## config.mk

```make
export PLATFORM = sky130hd
export DESIGN_NAME = seg_scan_ctrl
export DESIGN_NICKNAME = d
export VERILOG_FILES = /design/src/rtl/seg_scan_ctrl.sv
export SDC_FILE = /design/constraint.sdc
export NUM_CORES = 1
export LEC_CHECK = 0
export CAP_MARGIN = 20
export CORE_MARGIN = 1
export CORE_UTILIZATION = 55
export CTS_BUF_LIST = sky130_fd_sc_hd__clkbuf_8
export DETAILED_ROUTE_END_ITERATION = 7
export HOLD_SLACK_MARGIN = 0.06
export MAX_ROUTING_LAYER = met4
export PLACE_DENSITY_LB_ADDON = 0.25
export SETUP_SLACK_MARGIN = 0.02
export SLEW_MARGIN = 30
export SYNTH_ARGS = -nofsm -noshare
export SYNTH_HDL_FRONTEND = slang
export SYNTH_SLANG_ARGS = --single-unit
```

## constraint.sdc

```tcl
create_clock -name clk -period 2.6 [get_ports clk]
set_clock_uncertainty 0.05 [all_clocks]
set_input_delay 0.26 -clock clk [delete_from_list [all_inputs] [get_ports clk]]
set_output_delay 0.26 -clock clk [all_outputs]
set_load 0.01 [all_outputs]
```

## src/rtl/seg_scan_ctrl.sv

```systemverilog
// Multiplexed 7-segment scan controller: blank/show slots per digit, frame-aligned
// display updates through a valid/ready load port, optional leading-zero blanking.
module seg_scan_ctrl #(
   parameter int NUM_DIGITS   = 4,
   parameter int DWELL_CYCLES = 50000,
   parameter int BLANK_CYCLES = 500,
   parameter int CNT_W        = 16
) (
   input  logic                    clk,
   input  logic                    rst_n,
   input  logic                    load_valid,
   output logic                    load_ready,
   input  logic [4*NUM_DIGITS-1:0] load_data,
   input  logic                    lzb_en,
   output logic [3:0]              dec_d,
   output logic [NUM_DIGITS-1:0]   an_n,
   output logic [2:0]              digit_idx,
   output logic                    frame_done
);

   typedef enum logic {
      BLANK,
      SHOW
   } state_t;

   localparam logic [CNT_W-1:0] BLANK_LAST = CNT_W'(BLANK_CYCLES - 1);
   localparam logic [CNT_W-1:0] DWELL_LAST = CNT_W'(DWELL_CYCLES - 1);
   localparam logic [CNT_W-1:0] DWELL_PRE  = CNT_W'(DWELL_CYCLES - 2);
   localparam logic [2:0]       LAST_IDX   = 3'(NUM_DIGITS - 1);

   state_t                  state;
   logic [CNT_W-1:0]        cnt;
   logic [4*NUM_DIGITS-1:0] shadow;
   logic [4*NUM_DIGITS-1:0] pending;
   logic                    pend_flag;

   logic                    last_digit;
   logic                    boundary;
   logic [2:0]              next_idx;
   logic [4*NUM_DIGITS-1:0] shadow_next;
   logic [3:0]              next_code;
   logic                    nonzero_above;

   // The code for the upcoming slot is taken from the shadow as it will be after this
   // edge, so the first digit of a new frame already sees freshly applied data.
   always_comb begin
      last_digit    = (digit_idx == LAST_IDX);
      boundary      = (state == SHOW) && (cnt == DWELL_LAST) && last_digit;
      next_idx      = last_digit ? 3'd0 : digit_idx + 3'd1;
      shadow_next   = (boundary && pend_flag) ? pending : shadow;
      next_code     = 4'hF;
      nonzero_above = 1'b0;
      for (int j = 0; j < NUM_DIGITS; j++) begin
         if (j == int'(next_idx)) begin
            next_code = shadow_next[j*4 +: 4];
         end
         if ((j >= int'(next_idx)) && (shadow_next[j*4 +: 4] != 4'h0)) begin
            nonzero_above = 1'b1;
         end
      end
      if (lzb_en && (next_idx != 3'd0) && !nonzero_above) begin
         next_code = 4'hF;
      end
   end

   // frame_done is raised one edge early so it is high during the final SHOW cycle,
   // the cycle whose closing edge applies any pending frame.
   always_ff @(posedge clk or negedge rst_n) begin
      if (!rst_n) begin
         state      <= BLANK;
         cnt        <= '0;
         an_n       <= '1;
         dec_d      <= 4'hF;
         digit_idx  <= 3'd0;
         frame_done <= 1'b0;
         load_ready <= 1'b1;
         shadow     <= '1;
         pending    <= '1;
         pend_flag  <= 1'b0;
      end else begin
         frame_done <= 1'b0;
         if (state == BLANK) begin
            if (cnt == BLANK_LAST) begin
               state      <= SHOW;
               cnt        <= '0;
               an_n       <= ~(NUM_DIGITS'(1) << digit_idx);
               frame_done <= last_digit && (DWELL_CYCLES == 1);
            end else begin
               cnt <= cnt + CNT_W'(1);
            end
         end else begin
            if (cnt == DWELL_LAST) begin
               state     <= BLANK;
               cnt       <= '0;
               an_n      <= '1;
               digit_idx <= next_idx;
               dec_d     <= next_code;
               shadow    <= shadow_next;
            end else begin
               cnt        <= cnt + CNT_W'(1);
               frame_done <= last_digit && (cnt == DWELL_PRE);
            end
         end

         if (boundary && pend_flag) begin
            pend_flag  <= 1'b0;
            load_ready <= 1'b1;
         end else if (load_valid && load_ready) begin
            pending    <= load_data;
            pend_flag  <= 1'b1;
            load_ready <= 1'b0;
         end
      end
   end

endmodule
```

**Word level (Yosys, flattened, before mapping)**

Cells that the tools add are included.

- Flip-flop bits (word level): 63
- Input bits: 20
- Word-level logic and storage cells: 76
- Output and inout bits: 13

- Bitwise logic cells: 2
- Reductions and logical operators: 23
- Equal/unequal tests: 8
- Shift operators: 1
- $lt $le $gt $ge: 4
- Add/sub/neg operators: 2
- Mux-type cells: 26

Operators with widths:

| operator | count |
|---|---|
| two-way mux 16 bit | 4 |
| equality test 16 bit (second input constant) | 2 |
| two-way mux 4 bit | 8 |
| adder 16 x 1 -> 16 bit (second input constant) | 1 |
| equality test 16 x 9 -> 1 bit (second input constant) | 1 |
| nonzero test 4 bit | 4 |
| two-way mux 1 bit | 13 |
| logical AND 1 bit | 11 |
| equality test 3 bit (first input constant) | 2 |
| >= comparator 1 x 3 -> 1 bit (first input constant) | 2 |
| >= comparator 2 x 3 -> 1 bit (first input constant) | 2 |
| AND reduction 2 bit | 3 |
| NOT 4 bit | 1 |
| nonzero test 2 bit | 2 |
| << shifter 1 x 3 -> 4 bit (first input constant) | 1 |
| adder 3 x 1 -> 3 bit (second input constant) | 1 |
| equality test 2 x 3 -> 1 bit (first input constant) | 1 |
| equality test 3 x 2 -> 1 bit (second input constant) | 1 |
| logical NOT 3 bit | 1 |
| two-way mux 3 bit | 1 |
| nonzero test 3 bit | 1 |
| != test 2 x 1 -> 1 bit (second input constant) | 1 |
| logical NOT 1 bit | 1 |
| NOT 1 bit | 1 |

**Logic depth before layout (Yosys ltp)**

Gate-level depths: netlist of the first run.

- Depth after elaboration: 14
- Gate-level depth with buffers: 9

**Least setup slack after synthesis of the first run**

No wires, ideal clock.

- Path kind: register to register
- Start: register digit_idx[1]
- End: register pending[10]
- Period minus slack after synthesis: 2.177 ns
- Arrival: 2.045 ns
- Required time: 2.468 ns
- Setup slack: 0.423 ns
- Library setup time: 0.082 ns
- Stages on the path, launching flop included: 9
- Cell sequence: dfrtp_1 ha_1 nor2b_1 and4_4 nand3_2 and3_1 buf_2 buf_6 mux2_2

- Word-level cells in the longest chain between the ends: 5

RTL lines:

| item | line | text |
|---|---|---|
| start: declaration | 17 | `output logic [2:0] digit_idx,` |
| start signal: assignment | 96 | `digit_idx <= next_idx;` |
| equality test 3 x 2 -> 1 bit | 47 | `last_digit = (digit_idx == LAST_IDX);` |
| logical AND 1 bit | 48 | `boundary = (state == SHOW) && (cnt == DWELL_LAST) && last_digit;` |
| logical AND 1 bit | 105 | `if (boundary && pend_flag) begin` |
| NOT 1 bit (no line) | - |  |
| AND reduction 2 bit (no line) | - |  |
| end signal: assignment | 109 | `pending <= load_data;` |
| end: declaration | 34 | `logic [4*NUM_DIGITS-1:0] pending;` |

No other way between the ends.
A chain may end at the register's enable or synchronous reset.

**Worst setup path in the final report of the first run**

- Start: register digit_idx[1]
- End: register pending[2]

Same word-level chain as after synthesis.

==> results.md, run 1 <==
* Relative slew slack at 50.29%
* Final period demand of the worst path at 2432 ps
* Global Route Usage Sum at 22.45%
* Worst hold path class: reg -> reg
* Beginning of the worst hold path: shadow[0]$_DFFE_PN1N_
* Post-Syn Area at 0.003033 mm2
* Vias in the first global route at 2,020
* Total Die Area at 0.005816 mm2
* Endpoint of the worst-slack reg-to-reg timing path: pending[2]$_DFFE_PN1P_
* Post-Route WL at 5605 um
* Fill count at 382
* Maxcap violations at 0
* CTS Buf Count at 9
* Vias/cell at 5.521
* Hold slack final at 446.5 ps
* Share of synthesized area occupied by flip-flops and latches at 53.67%
* Type of element launching the critical path: register
* R2R depth at 6
* Global-route wire length before repair at 9722 um
* Vias after detailed routing at 2,098
* Post-CTS Hold Buffers at 1
* Critical path buffer and inverter count at 0
* Slowest cell delay on critical path at 650 ps
* Switching Fraction at 21.20%
* Biggest fanout along the worst timing path at 16
* H-tree levels at 3
* Critical path data arrival time at 2640 ps
* Setup Total Neg Slack at 0 ps
* Pre-antenna DRT Iters at 4
* Relative contribution of the clock network to total power at 40.4%
* Post-route clock period utilization at 93.56%
* Die width at 76.26 um
* CP Class: reg -> reg
* Relative contribution of combinational cells to total power at 4.5%
* Count of nets after finishing at 332
* Cell Chain, Critical Path: ha_1, nor2b_1, and4_4, nand3_2, and3_1, mux2_2
* Leak pwr at 1.514 nW
* Sequential share of power at 55.0%
* TritonCTS clock tree: done
* Critical Path Start: digit_idx[1]$_DFFE_PN0N_
* Number of hold violations in the final report at 0
* Req. time, crit path at 2810 ps
* PD cells at 529.7 mW/mm2
* Quantity of I/O buffers inserted on ports at 32
* Post-Layout Inst Area at 0.003625 mm2
* Floorplan core area at 0.005205 mm2
* Area occupied by multi-input gates at 0.001339 mm2
* Internal Dissipation at 1.513 mW
* Initial cell density of the core at 58.27%
* Number of primary I/O pins at 33
* Adder-cell share of the synthesized area at 2.475%
* Parity-gate share of the synthesized area counting xor and xnor cells at 3.754%
* Reg clk slew, reported paths at 60 ps
* Max-slew violations at 0
* Worst setup EP type: register
* Detailed router's first-iteration violation count at 86
* Cell variety after synth at 40
* Die height at 76.26 um
* Switching component of the power at 0.4071 mW
* Number of diodes at 0
* Avg Inst Size Synth at 11.44 um2
* Number of antenna violations at the first check in global routing at 0
* Post-Synthesis Cells at 265
* Placed inst area at 0.003437 mm2
* Top cell family by delay on the critical path: simple AND/OR/NAND/NOR gates
* TritonCTS sink count at 63
* Number of buffers on the longest clock path at 2
* Critical register-to-register path startpoint: digit_idx[1]$_DFFE_PN0N_
* Flip-flop and latch count after synthesis at 63
* Site row count at 26
* Global-route congestion overflow total at 0
* Post-route antenna net violation count at 0
* Proportion of synthesized area in mux cells at 13.37%
* Compound-Gate Fraction of Synth Area at 8.045%
* Register area at 0.001628 mm2
* Synth-to-Final Area Change at 19.51%
* Count of unresolved DRC violations after routing at 0
* Gates resized, CTS repair at 0
* Slowest-stage cell, CP: and3_1
* Syn_nets at 291
* Clock root buffer: clkbuf_8
* Routability congestion estimate from global placement at 0.8237
* Worst hold path depth at 2
* WL per Instance at 14.75 um
* Fraction of layout instances using a drive strength above 1 at 31.94%
* Largest family of logic cells by synthesized area: simple AND/OR/NAND/NOR gates
* Hold Path Sink: shadow[0]$_DFFE_PN1N_
* Post-CTS setup buffers at 0
* R2R setup slack at 170 ps
* Result of the run: completed
* Share of synthesized cell area in and, or, nand and nor gates at 16.50%
* Max VDD drop at 0.0005444 V
* Worst Tran Pin Value at 745.7 ps
* Number of synthesis warnings at 0
* Maximum number of pins on one net before global-route repair at 64
* Unrepaired setup endpoints after global routing: no
* Max Clk Rate at 411.1 MHz
* Number of endpoints failing setup at the final stage at 0
* Later-pin clock latency in the skew report at 330 ps
* DPL Wire Length at 3982 um
==> area by class of cell <==
class	instances	area share, %
Multi-Input combinational cell	188	36.93
Clock inverter	6	1.484
Inverter	4	0.4142
Timing Repair Buffer	40	10.42
Sequential cell	63	44.91
Clock buffer	9	3.417
Tap cell	70	2.416
==> layout by cell type (no fill, tap or decap), drive strengths merged, types with 10 or more instances in the layout <==
| cell type | count |
|---|---|
| dfstp | 41 |
| nor2 | 33 |
| clkdlybuf4s50 | 31 |
| mux2 | 28 |
| dfrtp | 22 |
| nand2 | 20 |
| a21oi | 11 |
| o21ai | 10 |
==> sequential cells by signal, summed over array words and instances (netlist names) <==
register	flops
cnt	16
pending	16
shadow	16
an_n	4
dec_d	4
digit_idx	3
frame_done	1
load_ready	1
pend_flag	1
state	1
==> synth_stat cells <==
cell        n  share of area (%)
nor2_1     33                4.1
nand2b_1    3               0.62
dfstp_2    41                 36
and4_4      1               0.37
xor2_1      9                2.6
dfrtp_1    22                 18
a311oi_4    1               0.87
a221oi_1    4                1.2
buf_2       2               0.33
nor4_1      5                1.0
mux2i_1     9                3.0
nor3_1      2               0.33
o41ai_1     1               0.29
buf_4       1               0.25
ha_1        6                2.5
clkbuf_1    6               0.74
nand4b_1    1               0.29
nor4_2      1               0.41
nand2_1    19                2.4
nand3b_1    4               0.99
buf_6       1               0.37
nand2_2     1               0.21
nand3_2     1               0.33
or4_4       1               0.37
nand4bb_1   1               0.37
inv_1       4               0.49
xnor2_1     4                1.2
nand4_1     5                1.0
o21a_1      5                1.2
nor3_4      1               0.54
nand3_1     8                1.3
a21bo_2     1               0.33
or3_1       1               0.21
nor2b_1     2               0.41
a31oi_1     1               0.21
a21oi_1    11                1.8
and3_1      6                1.2
o21ai_0    10                1.7
mux2_2     28                 10
a21boi_0    2               0.49
==> power by group through the flow <==
stage	Sequential, mW	Combinational, mW	Clock (mW)
floorplan	1.06	0.0352	0
global route	1.06	0.0971	0.844
finish	1.06	0.0870	0.777
detailed placement	1.07	0.0880	0
CTS	1.06	0.0895	0.790
global placement	1.07	0.0854	0
==> worst reg2reg max path, cell delays in order (launching register included) <==
cell,delay [ps]
dfrtp_1,440
ha_1,270
nor2b_1,180
and4_4,220
nand3_2,140
and3_1,650
mux2_2,420
==> kinds of logic after synthesis <==
logic type	count (synthesis)
compound gates	36
xor+xnor	13
fa+ha+maj	6
buf+inv	14
flops	63
mux	37
simple gates	96
==> worst max-delay path by stage <==
stage                              end  slack [ps]  cells after the start
5_1_grt         pending[0]$_DFFE_PN1P_          40                      6
4_1_cts         pending[2]$_DFFE_PN1P_         130                      6
3_3_place_gp   pending[15]$_DFFE_PN1P_         240                      6
2_1_floorplan  pending[10]$_DFFE_PN1P_         420                      8
6_report        pending[2]$_DFFE_PN1P_         170                      6
3_5_place_dp   pending[13]$_DFFE_PN1P_         150                      6
==> per-layer routing <==
layer | GRT usage (%) | part of all wire [%]
met2 | 31.17 | 45
met4 | 11.92 | 1.9
met1 | 31.00 | 49
met3 | 4.671 | 3.6
met5 | - | 0
==> through the flow <==
step | instances | power, mW | util [%] | worst slack [ps]
final | 380 | 1.920 | 69.64 | 167.5
after global routing | 380 | 2.001 | 69.64 | 36.53
after CTS | 380 | 1.936 | 69.64 | 134.4
after detailed placement | 364 | 1.160 | 66.03 | 152.1
after global placement | 364 | 1.155 | 66.03 | 239.9
after floorplan | 265 | 1.097 | - | 422.8
Power figures use the tool's default switching activity.
==> run 2, diff against run 1 <==
--- a/config.mk
+++ b/config.mk
@@ -9,8 +9,8 @@
 export CORE_MARGIN = 1
 export CORE_UTILIZATION = 55
 export CTS_BUF_LIST = sky130_fd_sc_hd__clkbuf_8
+export CTS_CLUSTER_SIZE = 16
 export DETAILED_ROUTE_END_ITERATION = 7
-export HOLD_SLACK_MARGIN = 0.06
 export MAX_ROUTING_LAYER = met4
 export PLACE_DENSITY_LB_ADDON = 0.25
 export SETUP_SLACK_MARGIN = 0.02
==> results.md, run 2 (synthesis results as in run 1) <==
* Result of the run: completed (unchanged)
* Req. time, crit path at 2810 ps (about the same)
* Critical path data arrival time at 2650 ps (was 2640 ps)
* Critical path buffer and inverter count at 0 (unchanged)
* PD cells at 531.2 mW/mm2 (was 529.7 mW/mm2)
* TritonCTS clock tree: done (unchanged)
* Global-route congestion overflow total at 0 (unchanged)
* Number of hold violations in the final report at 0 (unchanged)
* Max-slew violations at 0 (unchanged)
* Detailed router's first-iteration violation count at 85 (was 86)
* Global Route Usage Sum at 22.45% (unchanged)
* Clock root buffer: clkbuf_8 (unchanged)
* Relative contribution of the clock network to total power at 40.5% (was 40.4%)
* Floorplan core area at 0.005205 mm2 (unchanged)
* Internal Dissipation at 1.512 mW (was 1.513 mW)
* Placed inst area at 0.003437 mm2 (unchanged)
* Top flop regs: cnt: 16 flops, pending: 16 flops, shadow: 16 flops (unchanged)
* Reg clk slew, reported paths at 60 ps (about the same)
* Fill count at 383 (was 382)
* Slowest-stage cell, CP: and3_1 (unchanged)
* Post-CTS setup buffers at 0 (unchanged)
* WL per Instance at 14.82 um (was 14.75 um)
* Worst Tran Pin Value at 748.4 ps (was 745.7 ps)
* Vias/cell at 5.512 (was 5.521)
* Fraction of layout instances using a drive strength above 1 at 32.04% (was 31.94%)
* Total instance count after detailed placement at 364 (unchanged)
* Number of primary I/O pins at 33 (unchanged)
* Post-CTS Hold Buffers at 0 (was 1)
* Unrepaired setup endpoints after global routing: no (unchanged)
* Cell Chain, Critical Path: ha_1, nor2b_1, and4_4, nand3_2, and3_1, mux2_2 (unchanged)
* Hold slack final at 18.79 ps (was 446.5 ps)
* Site row count at 26 (unchanged)
* Critical Path Start: digit_idx[1]$_DFFE_PN0N_ (unchanged)
* CTS Buf Count at 9 (unchanged)
* Number of buffers on the longest clock path at 2 (unchanged)
* Die height at 76.26 um (unchanged)
* Later-pin clock latency in the skew report at 330 ps (about the same)
* Initial cell density of the core at 58.27% (unchanged)
* Pre-antenna DRT Iters at 4 (unchanged)
* Global-route wire length before repair at 9722 um (unchanged)
* Critical register-to-register path startpoint: digit_idx[1]$_DFFE_PN0N_ (unchanged)
* Post-route antenna net violation count at 0 (unchanged)
* Count of nets after finishing at 331 (was 332)
* Count of unresolved DRC violations after routing at 0 (unchanged)
* Biggest fanout along the worst timing path at 16 (unchanged)
* Die width at 76.26 um (unchanged)
* Number of endpoints failing setup at the final stage at 0 (unchanged)
* Maximum number of pins on one net before global-route repair at 64 (unchanged)
* Worst setup EP type: register (unchanged)
* Post-route clock period utilization at 93.81% (was 93.56%)
* H-tree levels at 3 (unchanged)
* Leak pwr at 1.510 nW (was 1.514 nW)
* Switching component of the power at 0.4083 mW (was 0.4071 mW)
* Type of element launching the critical path: register (unchanged)
* CP Class: reg -> reg (unchanged)
* Relative contribution of combinational cells to total power at 4.5% (about the same)
* Synth-to-Final Area Change at 19.18% (was 19.51%)
* Slowest cell delay on critical path at 650 ps (about the same)
* Top cell family by delay on the critical path: simple AND/OR/NAND/NOR gates (unchanged)
* Relative slew slack at 50.11% (was 50.29%)
* Max Clk Rate at 410.0 MHz (was 411.1 MHz)
* Post-Layout Inst Area at 0.003615 mm2 (was 0.003625 mm2)
* TritonCTS sink count at 63 (unchanged)
* Routability congestion estimate from global placement at 0.8237 (unchanged)
* Most common library cell in the layout ignoring fill and taps: dfstp_2 (unchanged)
* Area occupied by multi-input gates at 0.001339 mm2 (unchanged)
* Register area at 0.001628 mm2 (unchanged)
* Final period demand of the worst path at 2439 ps (was 2432 ps)
* Most frequent cells in the layout: dfstp_2, nor2_1, clkdlybuf4s50_1, mux2_2, dfrtp_1 (unchanged)
* Number of diodes at 0 (unchanged)
* Quantity of I/O buffers inserted on ports at 32 (unchanged)
* Worst hold path class: in -> async (was reg -> reg)
* Post-Route WL at 5615 um (was 5605 um)
* Sequential share of power at 55.0% (about the same)
* Number of cells in the finished layout apart from fillers at 379 (was 380)
* Max VDD drop at 0.0005441 V (was 0.0005444 V)
* Switching Fraction at 21.27% (was 21.20%)
* Vias in the first global route at 2,020 (unchanged)
* DPL Wire Length at 3982 um (unchanged)
* Gates resized, CTS repair at 0 (unchanged)
* Maxcap violations at 0 (unchanged)
* Vias after detailed routing at 2,089 (was 2,098)
* Setup Total Neg Slack at 0 ps (unchanged)
* Number of antenna violations at the first check in global routing at 0 (unchanged)
* Total Die Area at 0.005816 mm2 (unchanged)
==> run 2: cell count changes in the layout (fill, tap and decap cells not counted) <==
| cell | change |
|---|---|
| dlygate4sd3_1 | -1 |
==> run 2: path summary, 6_finish.rpt <==
path	slack (ps)	cells past startpoint	endpoint
worst max register to register	160	6	pending[2]$_DFFE_PN1P_
max in group asynchronous	1980	2	digit_idx[1]$_DFFE_PN0N_
worst min-delay path	20	2	digit_idx[0]$_DFFE_PN0N_
worst min register to register	450	2	shadow[1]$_DFFE_PN1N_
min in group clk	450	2	shadow[1]$_DFFE_PN1N_
worst max-delay path	160	6	pending[2]$_DFFE_PN1P_
==> run 2: layer usage <==
metal  track usage [%]  wire length, um  vias to the layer above
li1                  -                -                     1017
met1             31.00             2791                     1009
met2             31.17             2518                       54
met3             4.671              213                        9
met4             11.92               91                        0
met5                 -                0                        -
==> run 2: layout make-up <==
cell class              count  share of cell area, %
inverters                   4                 0.4154
clock buffers               9                  3.427
clock inverters             6                  1.488
repair buffers             39                  10.18
well taps                  70                  2.423
multi-input cells         188                  37.04
flip-flops and latches     63                  45.03
==> run 2: through the flow <==
| stage | util [%] | power [mW] | setup WS (ps) |
|---|---|---|---|
| finish | 69.45 | 1.920 | 160.9 |
| global route | 69.45 | 2.000 | 36.53 |
| CTS | 69.45 | 1.935 | 134.4 |
| detailed placement | 66.03 | 1.160 | 152.1 |
| global placement | 66.03 | 1.155 | 239.9 |
| floorplan | - | 1.097 | 422.8 |
==> run 2: power groups by stage <==
stage                     registers, mW  logic, mW  clock network (mW)
final                              1.06     0.0859               0.778
after global routing               1.06     0.0959               0.844
after CTS                          1.06     0.0884               0.790
after detailed placement           1.07     0.0880                   0
after global placement             1.07     0.0854                   0
after floorplan                    1.06     0.0352                   0
